==> src/rtl/udma_pkg.sv <==
// Shared uDMA definitions: channel destination type and camera register offsets.
// camera_if reuses the offsets, so they live here rather than in the register file.
package udma_pkg;

  localparam int DEST_SIZE = 2;
  typedef logic [DEST_SIZE-1:0] ch_dest_t;

  localparam logic [4:0] REG_RX_SADDR      = 5'h00;
  localparam logic [4:0] REG_RX_SIZE       = 5'h01;
  localparam logic [4:0] REG_RX_CFG        = 5'h02;
  localparam logic [4:0] REG_RX_DEST       = 5'h03;
  localparam logic [4:0] REG_CAM_CFG_GLOB  = 5'h08;
  localparam logic [4:0] REG_CAM_CFG_LL    = 5'h09;
  localparam logic [4:0] REG_CAM_CFG_UR    = 5'h0A;
  localparam logic [4:0] REG_CAM_CFG_SIZE  = 5'h0B;
  localparam logic [4:0] REG_CAM_CFG_FILT  = 5'h0C;
  localparam logic [4:0] REG_CAM_VSYNC_POL = 5'h0D;

  // Reset element size is 32-bit words.
  localparam logic [1:0] RX_DATASIZE_RST = 2'b10;

endpackage

==> src/rtl/camera_cfg_regfile_if.sv <==
// uDMA peripheral config bus: single-cycle word-addressed read/write access.
interface camera_cfg_bus_if;

  logic [31:0] cfg_data_i;
  logic [4:0]  cfg_addr_i;
  logic        cfg_valid_i;
  logic        cfg_rwn_i;
  logic [31:0] cfg_data_o;
  logic        cfg_ready_o;

  modport master (
    output cfg_data_i, cfg_addr_i, cfg_valid_i, cfg_rwn_i,
    input  cfg_data_o, cfg_ready_o
  );

  modport slave (
    input  cfg_data_i, cfg_addr_i, cfg_valid_i, cfg_rwn_i,
    output cfg_data_o, cfg_ready_o
  );

endinterface

==> src/rtl/camera_cfg_regfile.sv <==
// Camera (CPI) uDMA config/status register file: RX channel setup, camera
// datapath config words, and live RX status readback.
module camera_cfg_regfile
  import udma_pkg::*;
#(
  parameter int L2_AWIDTH_NOAL = 12,
  parameter int TRANS_SIZE     = 16
) (
  input  logic                      clk_i,
  input  logic                      rst_i,
  camera_cfg_bus_if.slave           cfg,

  output logic [L2_AWIDTH_NOAL-1:0] cfg_rx_startaddr_o,
  output logic [TRANS_SIZE-1:0]     cfg_rx_size_o,
  output logic [1:0]                cfg_rx_datasize_o,
  output logic                      cfg_rx_continuous_o,
  output logic                      cfg_rx_en_o,
  output logic                      cfg_rx_clr_o,
  input  logic                      cfg_rx_en_i,
  input  logic                      cfg_rx_pending_i,
  input  logic [L2_AWIDTH_NOAL-1:0] cfg_rx_curr_addr_i,
  input  logic [TRANS_SIZE-1:0]     cfg_rx_bytes_left_i,
  output ch_dest_t                  cfg_rx_dest_o,

  input  logic                      cfg_cam_ip_en_i,
  output logic                      cfg_cam_vsync_polarity_o,
  output logic [31:0]               cfg_cam_cfg_o,
  output logic [31:0]               cfg_cam_cfg_ll_o,
  output logic [31:0]               cfg_cam_cfg_ur_o,
  output logic [31:0]               cfg_cam_cfg_size_o,
  output logic [31:0]               cfg_cam_cfg_filter_o
);

  logic we, re, cam_we;

  assign we     = cfg.cfg_valid_i & ~cfg.cfg_rwn_i;
  assign re     = cfg.cfg_valid_i &  cfg.cfg_rwn_i;
  // Datapath config must not change under a running capture.
  assign cam_we = we & ~cfg_cam_ip_en_i;

  assign cfg.cfg_ready_o = 1'b1;

  always_ff @(posedge clk_i or posedge rst_i) begin
    if (rst_i) begin
      cfg_rx_startaddr_o       <= '0;
      cfg_rx_size_o            <= '0;
      cfg_rx_datasize_o        <= RX_DATASIZE_RST;
      cfg_rx_continuous_o      <= 1'b0;
      cfg_rx_en_o              <= 1'b0;
      cfg_rx_clr_o             <= 1'b0;
      cfg_rx_dest_o            <= '0;
      cfg_cam_vsync_polarity_o <= 1'b0;
      cfg_cam_cfg_o            <= '0;
      cfg_cam_cfg_ll_o         <= '0;
      cfg_cam_cfg_ur_o         <= '0;
      cfg_cam_cfg_size_o       <= '0;
      cfg_cam_cfg_filter_o     <= '0;
    end else begin
      cfg_rx_en_o  <= 1'b0;
      cfg_rx_clr_o <= 1'b0;
      if (we) begin
        unique case (cfg.cfg_addr_i)
          REG_RX_SADDR:      cfg_rx_startaddr_o <= cfg.cfg_data_i[L2_AWIDTH_NOAL-1:0];
          REG_RX_SIZE:       cfg_rx_size_o      <= cfg.cfg_data_i[TRANS_SIZE-1:0];
          REG_RX_CFG: begin
            cfg_rx_continuous_o <= cfg.cfg_data_i[0];
            cfg_rx_datasize_o   <= cfg.cfg_data_i[2:1];
            cfg_rx_en_o         <= cfg.cfg_data_i[4];
            cfg_rx_clr_o        <= cfg.cfg_data_i[6];
          end
          REG_RX_DEST:       cfg_rx_dest_o            <= cfg.cfg_data_i[DEST_SIZE-1:0];
          REG_CAM_VSYNC_POL: cfg_cam_vsync_polarity_o <= cfg.cfg_data_i[0];
          default: ;
        endcase
      end
      if (cam_we) begin
        unique case (cfg.cfg_addr_i)
          REG_CAM_CFG_GLOB: cfg_cam_cfg_o        <= cfg.cfg_data_i;
          REG_CAM_CFG_LL:   cfg_cam_cfg_ll_o     <= cfg.cfg_data_i;
          REG_CAM_CFG_UR:   cfg_cam_cfg_ur_o     <= cfg.cfg_data_i;
          REG_CAM_CFG_SIZE: cfg_cam_cfg_size_o   <= cfg.cfg_data_i;
          REG_CAM_CFG_FILT: cfg_cam_cfg_filter_o <= cfg.cfg_data_i;
          default: ;
        endcase
      end
    end
  end

  // Address/status readback is live: RX_SADDR/RX_SIZE reflect channel progress.
  always_comb begin
    cfg.cfg_data_o = '0;
    if (re) begin
      unique case (cfg.cfg_addr_i)
        REG_RX_SADDR:      cfg.cfg_data_o = 32'(cfg_rx_curr_addr_i);
        REG_RX_SIZE:       cfg.cfg_data_o = 32'(cfg_rx_bytes_left_i);
        REG_RX_CFG:        cfg.cfg_data_o = {26'h0, cfg_rx_pending_i, cfg_rx_en_i, 1'b0,
                                             cfg_rx_datasize_o, cfg_rx_continuous_o};
        REG_RX_DEST:       cfg.cfg_data_o = 32'(cfg_rx_dest_o);
        REG_CAM_CFG_GLOB:  cfg.cfg_data_o = cfg_cam_cfg_o;
        REG_CAM_CFG_LL:    cfg.cfg_data_o = cfg_cam_cfg_ll_o;
        REG_CAM_CFG_UR:    cfg.cfg_data_o = cfg_cam_cfg_ur_o;
        REG_CAM_CFG_SIZE:  cfg.cfg_data_o = cfg_cam_cfg_size_o;
        REG_CAM_CFG_FILT:  cfg.cfg_data_o = cfg_cam_cfg_filter_o;
        REG_CAM_VSYNC_POL: cfg.cfg_data_o = {31'h0, cfg_cam_vsync_polarity_o};
        default:           cfg.cfg_data_o = '0;
      endcase
    end
  end

endmodule

==> src/flat_wrapper.sv <==
// flat-port wrapper written by rule: the top's interface ports become plain ports
module camera_cfg_regfile_flat import udma_pkg::*;
#(
  parameter int L2_AWIDTH_NOAL = 12,
  parameter int TRANS_SIZE     = 16
)
  (clk_i, rst_i, cfg_rx_startaddr_o, cfg_rx_size_o, cfg_rx_datasize_o, cfg_rx_continuous_o, cfg_rx_en_o, cfg_rx_clr_o, cfg_rx_en_i, cfg_rx_pending_i, cfg_rx_curr_addr_i, cfg_rx_bytes_left_i, cfg_rx_dest_o, cfg_cam_ip_en_i, cfg_cam_vsync_polarity_o, cfg_cam_cfg_o, cfg_cam_cfg_ll_o, cfg_cam_cfg_ur_o, cfg_cam_cfg_size_o, cfg_cam_cfg_filter_o, cfg_cfg_data_i, cfg_cfg_addr_i, cfg_cfg_valid_i, cfg_cfg_rwn_i, cfg_cfg_data_o, cfg_cfg_ready_o);
  camera_cfg_bus_if cfg_i ();
  input  logic clk_i;
  input  logic rst_i;
  output logic [L2_AWIDTH_NOAL-1:0] cfg_rx_startaddr_o;
  output logic [TRANS_SIZE-1:0] cfg_rx_size_o;
  output logic [1:0] cfg_rx_datasize_o;
  output logic cfg_rx_continuous_o;
  output logic cfg_rx_en_o;
  output logic cfg_rx_clr_o;
  input  logic cfg_rx_en_i;
  input  logic cfg_rx_pending_i;
  input  logic [L2_AWIDTH_NOAL-1:0] cfg_rx_curr_addr_i;
  input  logic [TRANS_SIZE-1:0] cfg_rx_bytes_left_i;
  output ch_dest_t cfg_rx_dest_o;
  input  logic cfg_cam_ip_en_i;
  output logic cfg_cam_vsync_polarity_o;
  output logic [31:0] cfg_cam_cfg_o;
  output logic [31:0] cfg_cam_cfg_ll_o;
  output logic [31:0] cfg_cam_cfg_ur_o;
  output logic [31:0] cfg_cam_cfg_size_o;
  output logic [31:0] cfg_cam_cfg_filter_o;
  input wire logic [$bits(cfg_i.cfg_data_i)-1:0] cfg_cfg_data_i;
  input wire logic [$bits(cfg_i.cfg_addr_i)-1:0] cfg_cfg_addr_i;
  input wire logic [$bits(cfg_i.cfg_valid_i)-1:0] cfg_cfg_valid_i;
  input wire logic [$bits(cfg_i.cfg_rwn_i)-1:0] cfg_cfg_rwn_i;
  output wire logic [$bits(cfg_i.cfg_data_o)-1:0] cfg_cfg_data_o;
  output wire logic [$bits(cfg_i.cfg_ready_o)-1:0] cfg_cfg_ready_o;
  assign cfg_i.cfg_data_i = cfg_cfg_data_i;
  assign cfg_i.cfg_addr_i = cfg_cfg_addr_i;
  assign cfg_i.cfg_valid_i = cfg_cfg_valid_i;
  assign cfg_i.cfg_rwn_i = cfg_cfg_rwn_i;
  assign cfg_cfg_data_o = cfg_i.cfg_data_o;
  assign cfg_cfg_ready_o = cfg_i.cfg_ready_o;
  camera_cfg_regfile #(.L2_AWIDTH_NOAL(L2_AWIDTH_NOAL), .TRANS_SIZE(TRANS_SIZE)) u_core (.clk_i(clk_i), .rst_i(rst_i), .cfg(cfg_i), .cfg_rx_startaddr_o(cfg_rx_startaddr_o), .cfg_rx_size_o(cfg_rx_size_o), .cfg_rx_datasize_o(cfg_rx_datasize_o), .cfg_rx_continuous_o(cfg_rx_continuous_o), .cfg_rx_en_o(cfg_rx_en_o), .cfg_rx_clr_o(cfg_rx_clr_o), .cfg_rx_en_i(cfg_rx_en_i), .cfg_rx_pending_i(cfg_rx_pending_i), .cfg_rx_curr_addr_i(cfg_rx_curr_addr_i), .cfg_rx_bytes_left_i(cfg_rx_bytes_left_i), .cfg_rx_dest_o(cfg_rx_dest_o), .cfg_cam_ip_en_i(cfg_cam_ip_en_i), .cfg_cam_vsync_polarity_o(cfg_cam_vsync_polarity_o), .cfg_cam_cfg_o(cfg_cam_cfg_o), .cfg_cam_cfg_ll_o(cfg_cam_cfg_ll_o), .cfg_cam_cfg_ur_o(cfg_cam_cfg_ur_o), .cfg_cam_cfg_size_o(cfg_cam_cfg_size_o), .cfg_cam_cfg_filter_o(cfg_cam_cfg_filter_o));
endmodule
==> config.mk <==
export PLATFORM = sky130hd
export DESIGN_NAME = camera_cfg_regfile_flat
export DESIGN_NICKNAME = d
export VERILOG_FILES = /design/src/rtl/udma_pkg.sv /design/src/rtl/camera_cfg_regfile_if.sv /design/src/rtl/camera_cfg_regfile.sv /design/src/flat_wrapper.sv
export SDC_FILE = /design/constraint.sdc
export NUM_CORES = 1
export LEC_CHECK = 0
export BUFFER_PORTS_ARGS = -buffer_cell sky130_fd_sc_hd__buf_4
export CORE_MARGIN = 2
export CORE_UTILIZATION = 27
export DETAILED_ROUTE_END_ITERATION = 12
export PLACE_DENSITY = 0.47
export SYNTH_ARGS = -nofsm -noshare
export SYNTH_HDL_FRONTEND = slang
export SYNTH_SLANG_ARGS = --single-unit
==> constraint.sdc <==
create_clock -name clk_i -period 6.55 [get_ports clk_i]
set_input_delay 0.655 -clock clk_i [delete_from_list [all_inputs] [get_ports clk_i]]
set_output_delay 0.655 -clock clk_i [all_outputs]
set_load 0.02 [all_outputs]
**Yosys cells after proc, flatten, opt, wreduce, memory -nomap -nowiden**

Index checks and enable logic that the tools add are counted.

- Reductions and logical operators: 11
- Multiplexer cells: 6
- Equal/unequal tests: 9
- Bitwise gates (word level): 5

Operator list:

| kind | count |
|---|---|
| case mux 32 bit (10 select lines) | 1 |
| 2-to-1 mux 32 bit | 1 |
| == test 5 x 4 -> 1 bit, second input constant | 6 |
| AND reduction 2 bit | 10 |
| == test 5 x 2 -> 1 bit, second input constant | 2 |
| == test 5 x 1 -> 1 bit, second input constant | 1 |
| logical NOT 5 bit | 1 |
| 2-to-1 mux 1 bit | 4 |
| bitwise AND 1 bit | 3 |
| NOT 1 bit | 2 |

- Logic and storage cells: 44
- Input bits: 72
- Register bits: 196
- Output and inout bits: 229

**Depth between registers and ports, before layout**

- Depth after elaboration: 4
- Gate-level depth with buffers: 7
- Gate-level depth less buffers: 4

**Least setup slack after synthesis**

OpenSTA, ideal clock, no wires.

- Kind: in2out
- From: input cfg_cfg_addr_i[4]
- To: output cfg_cfg_data_o[24]
- Path slack: 3777 ps
- Cell stages on the path: 6
- Required time: 5895 ps
- Path buffers: 2
- Data arrival time: 2118 ps
- Path through: or3b_1 nor3_2 buf_2 buf_2 a22oi_1 a31oi_1

- Word-level cells in the longest chain between the ends: 3
- Elaborated cells between the ends (all ways): 12
- Those cells by class: 9 x eq/ne; 2 x mux; 1 x reduce/logical

Ends and longest elaborated chain:

| element | line | source |
|---|---|---|
| from (decl) | flat_wrapper.sv:30 | `input wire logic [$bits(cfg_i.cfg_addr_i)-1:0] cfg_cfg_addr_i;` |
| == test 5 x 4 -> 1 bit, or another cell as far along | camera_cfg_regfile.sv:93 | `unique case (cfg.cfg_addr_i)` |
| case mux 32 bit (10 select lines) (*) | camera_cfg_regfile.sv:93 |  |
| 2-to-1 mux 32 bit (*) | camera_cfg_regfile.sv:92 | `if (re) begin` |
| to (decl) | flat_wrapper.sv:33 | `output wire logic [$bits(cfg_i.cfg_data_o)-1:0] cfg_cfg_data_o;` |

Every way passes the cells marked *; elsewhere a longest branch is shown, timed or not.

**Final worst setup path**

- From: input cfg_cfg_addr_i[1]
- To: output cfg_cfg_data_o[0]

The elaborated chain is that of the path after synthesis.

==> summary.md <==
| Metric | Value |
|---|---|
| Status | `completed` |
| Largest buffer count on any clock path | `2` |
| Slowest library cell on the worst path | `and2_1` |
| Critical path, cell by cell | `buf_4 -> nor3_1 -> and2_1 -> a2111oi_0 -> a31oi_1 -> buf_4` |
| Vias/cell | `roughly 5.0` |
| Initial antenna violation count | `1` |
| Post-synth ARST share | `between 90% and 100%` |
| CTS tree | `yes` |
| Die width | `182 um` |
| Initial Util | `approximately 27%` |
| Post-synthesis sequential area ratio | `57.5%` |
| Placer Congestion | `0.792` |
| Clock Latency Late Sink | `0.43 ns` |
| Number of synthesized flops with an enable pin | `0` |
| Largest net degree at the start of global routing | `131` |
| Layout cells sized above 1 | `59.2%` |
| Critical Path AT | `approximately 3.0 ns` |
| Final cell area excluding filler cells | `11800 um2` |
| Syn-to-layout area delta | `37.7%` |
| Post-synth top area share | `57.1%` |
| Commonest non-fill, non-tap cell in the layout | `buf_4` |
| Total chip power | `0.00301 W` |
| Estimated wirelength of the detail-placed design | `around 20000 um` |
| Setup TNS | `0 ns` |
| Setup-failing EPs final | `0` |
| Htree depth | `4` |
| Number of antenna-violating nets in the routed design | `0` |
| Synth top area cells | `dfrtp_1 57%, mux2_2 25%, a22oi_1 5.5%` |
| Unrepaired setup endpoints after global routing | `no` |
| Chip height | `182 um` |
| CTS Sinks | `between 150 and 200` |
| First-pass iteration count of the detailed router | `5` |
| DRC Markers | `0` |
| Max incr delay on CP | `approximately 0.82 ns` |
| Setup Buffers After CTS | `0` |
| Fin. Hold Viols | `0` |
| Worst slack at placement | `2.76 ns` |
| Global-route wire length before repair | `between 40000 and 50000 um` |
| Pwr dens | `around 260 nW/um2` |
| Slew Limit Fails | `0` |
| Initial drt markers | `between 400 and 500` |
| Number of global-route vias before repair | `6915` |
| Setup slack after layout | `2.93 ns` |
| CP Class | `input port to primary output` |
| Worst Hold Class | `input port to asynchronous set/reset pin` |
| Max Clock Skew | `0 ns` |
| Max cap viols | `0` |
| Synth area leader | `dfrtp_1` |
| Mapped Avg Cell Area | `13.7 um2` |
| Grt ovf | `0` |
| Placed cell areas | `11200 um2` |
| Hold-fix buffers, CTS | `0` |
| Clock root cell | `clkbuf_16` |
| Lkg Pwr | `5.81 nW` |
| FILL cells | `3073` |
| Die area | `roughly 33000 um2` |
| # IOs | `~300` |
| # port buffers | `299` |
| Wire length per cell | `around 23 um` |
| Final layout net count | `974` |
| Routed wire length | `30800 um` |
| Most frequent cells in the layout | `305 x buf_4, 195 x dfrtp_1, 193 x mux2_2, 63 x a22oi_1, 32 x a31oi_1` |
| Row cnt | `65` |
| Fmax achieved | `276 MHz` |
| Multi-input logic area | `3460 um2` |
| Crit path time final | `~3.6 ns` |
| TritonCTS buffer count | `17` |
| Worst hold slack | `0.418 ns` |
| Overall Global Routing Usage | `18.7%` |
| Type of origin of the critical path | `input port` |
| CORE AREA | `31300 um2` |
| Post_cts resized | `0` |
| Slew margin rel. | `20.4%` |
| Cell mode on critical path | `buf_4` |
| Peak VDD IR | `0.137 mV` |
| Synthesized cell area | `approximately 8500 um2` |
| Gate Count Post-Synth | `about 620` |
| Synthesis warning total | `0` |
| Synthesized flop and latch total | `196` |
| Period utilisation layout | `55.3%` |
| Worst slew pin tran | `about 1.2 ns` |
| Critical path peak fanout | `15` |
| Ys flop type | `dfrtp_1` |
| Syn Nets | `between 600 and 700` |
| Unique masters post-synth | `41` |
| Setup crit end kind | `primary output` |
| Worst endpoint required time | `5.89 ns` |
| CTS clk-pin slew, worst paths | `around 0.07 ns` |
| Register Area | `4910 um2` |
| Vias | `6639` |
through the flow:
stage / util, % / std cells
finish: 37.6 / 1318
global route: 37.6 / 1318
CTS: 37.6 / 1317
detailed placement: 35.7 / 1285
global placement: 35.7 / 1285
floorplan: - / 622
final timing paths:
path,start,end,slack (ns),cells after the start
setup / recovery,cfg_cfg_addr_i[1],cfg_cfg_data_o[0],2.93,6
setup reg to reg,u_core.cfg_cam_cfg_ll_o[13],u_core.cfg_cam_cfg_ll_o[13],5.71,1
hold / removal,rst_i,u_core.cfg_cam_cfg_size_o[0],0.42,2
hold reg to reg,u_core.cfg_rx_startaddr_o[5],u_core.cfg_rx_startaddr_o[5],0.51,1
min in group clk_i,cfg_cfg_data_i[16],u_core.cfg_cam_cfg_ll_o[16],0.48,2
max in group asynchronous,rst_i,u_core.cfg_cam_cfg_filter_o[12],4.63,3
metal layers:
metal  wire, um  vias up  GRT usage (%)
met4        582        0           5.85
met5          0        -              0
met2      15100      232           31.1
met1      13400     3436           24.1
met3       1740       34           4.55
li1           -     2937              -
cell type report:
cell class	count	share of cell area, %
clock buffer	20	3.88
multi-input combinational	379	29.5
tap	402	4.28
sequential	196	41.7
inverter	3	0.160
timing repair buffer	305	19.5
clock inverter	12	1.01
antenna	1	0.0213
flip-flops by register name (all words and copies together) (netlist names):
name	flops
u_core.cfg_rx_startaddr_o	12
u_core.cfg_cam_cfg_o	32
u_core.cfg_cam_cfg_ll_o	32
u_core.cfg_rx_en_o	1
u_core.cfg_cam_cfg_size_o	32
u_core.cfg_rx_datasize_o	2
u_core.cfg_rx_size_o	16
u_core.cfg_rx_dest_o	2
u_core.cfg_rx_continuous_o	1
u_core.cfg_cam_cfg_ur_o	32
u_core.cfg_cam_vsync_polarity_o	1
u_core.cfg_rx_clr_o	1
u_core.cfg_cam_cfg_filter_o	32
logic make-up after synthesis:
group	Yosys count	share of synthesized area, %
multiplexers	195	25.7
buffers and inverters	47	2.49
AND/OR/NAND/NOR	69	4.50
AO/OA/AOI/OAI	114	9.82
flip-flops	196	57.5
other	1	0.0439
worst max-delay path, delay by kind of cell:
family          cells  cell delay, ns
compound gates      2            0.68
buf+inv             2            0.38
simple gates        2            1.24
synth_stat cells (3+ instances only):
library cell,n
nand2_1,25
a222oi_1,9
a2111oi_0,3
mux2_2,193
clkbuf_1,15
a31oi_1,32
nor3_1,3
nand3_1,6
buf_2,26
dfrtp_1,195
and2_1,4
and3_1,8
inv_1,3
a22oi_1,63
nor2_1,4
nor2b_1,3
power breakdown:
part | switching, W | internal [W] | total (W) | leakage (nW)
clock | 0.000501 | 0.000552 | 0.00105 | 0.274
sequential | 0.0000910 | 0.00132 | 0.00141 | 2.65
combinational | 0.000295 | 0.000250 | 0.000545 | 2.88
total | 0.000887 | 0.00212 | 0.00301 | 5.81
No activity file was read; power rests on OpenSTA's default activity.
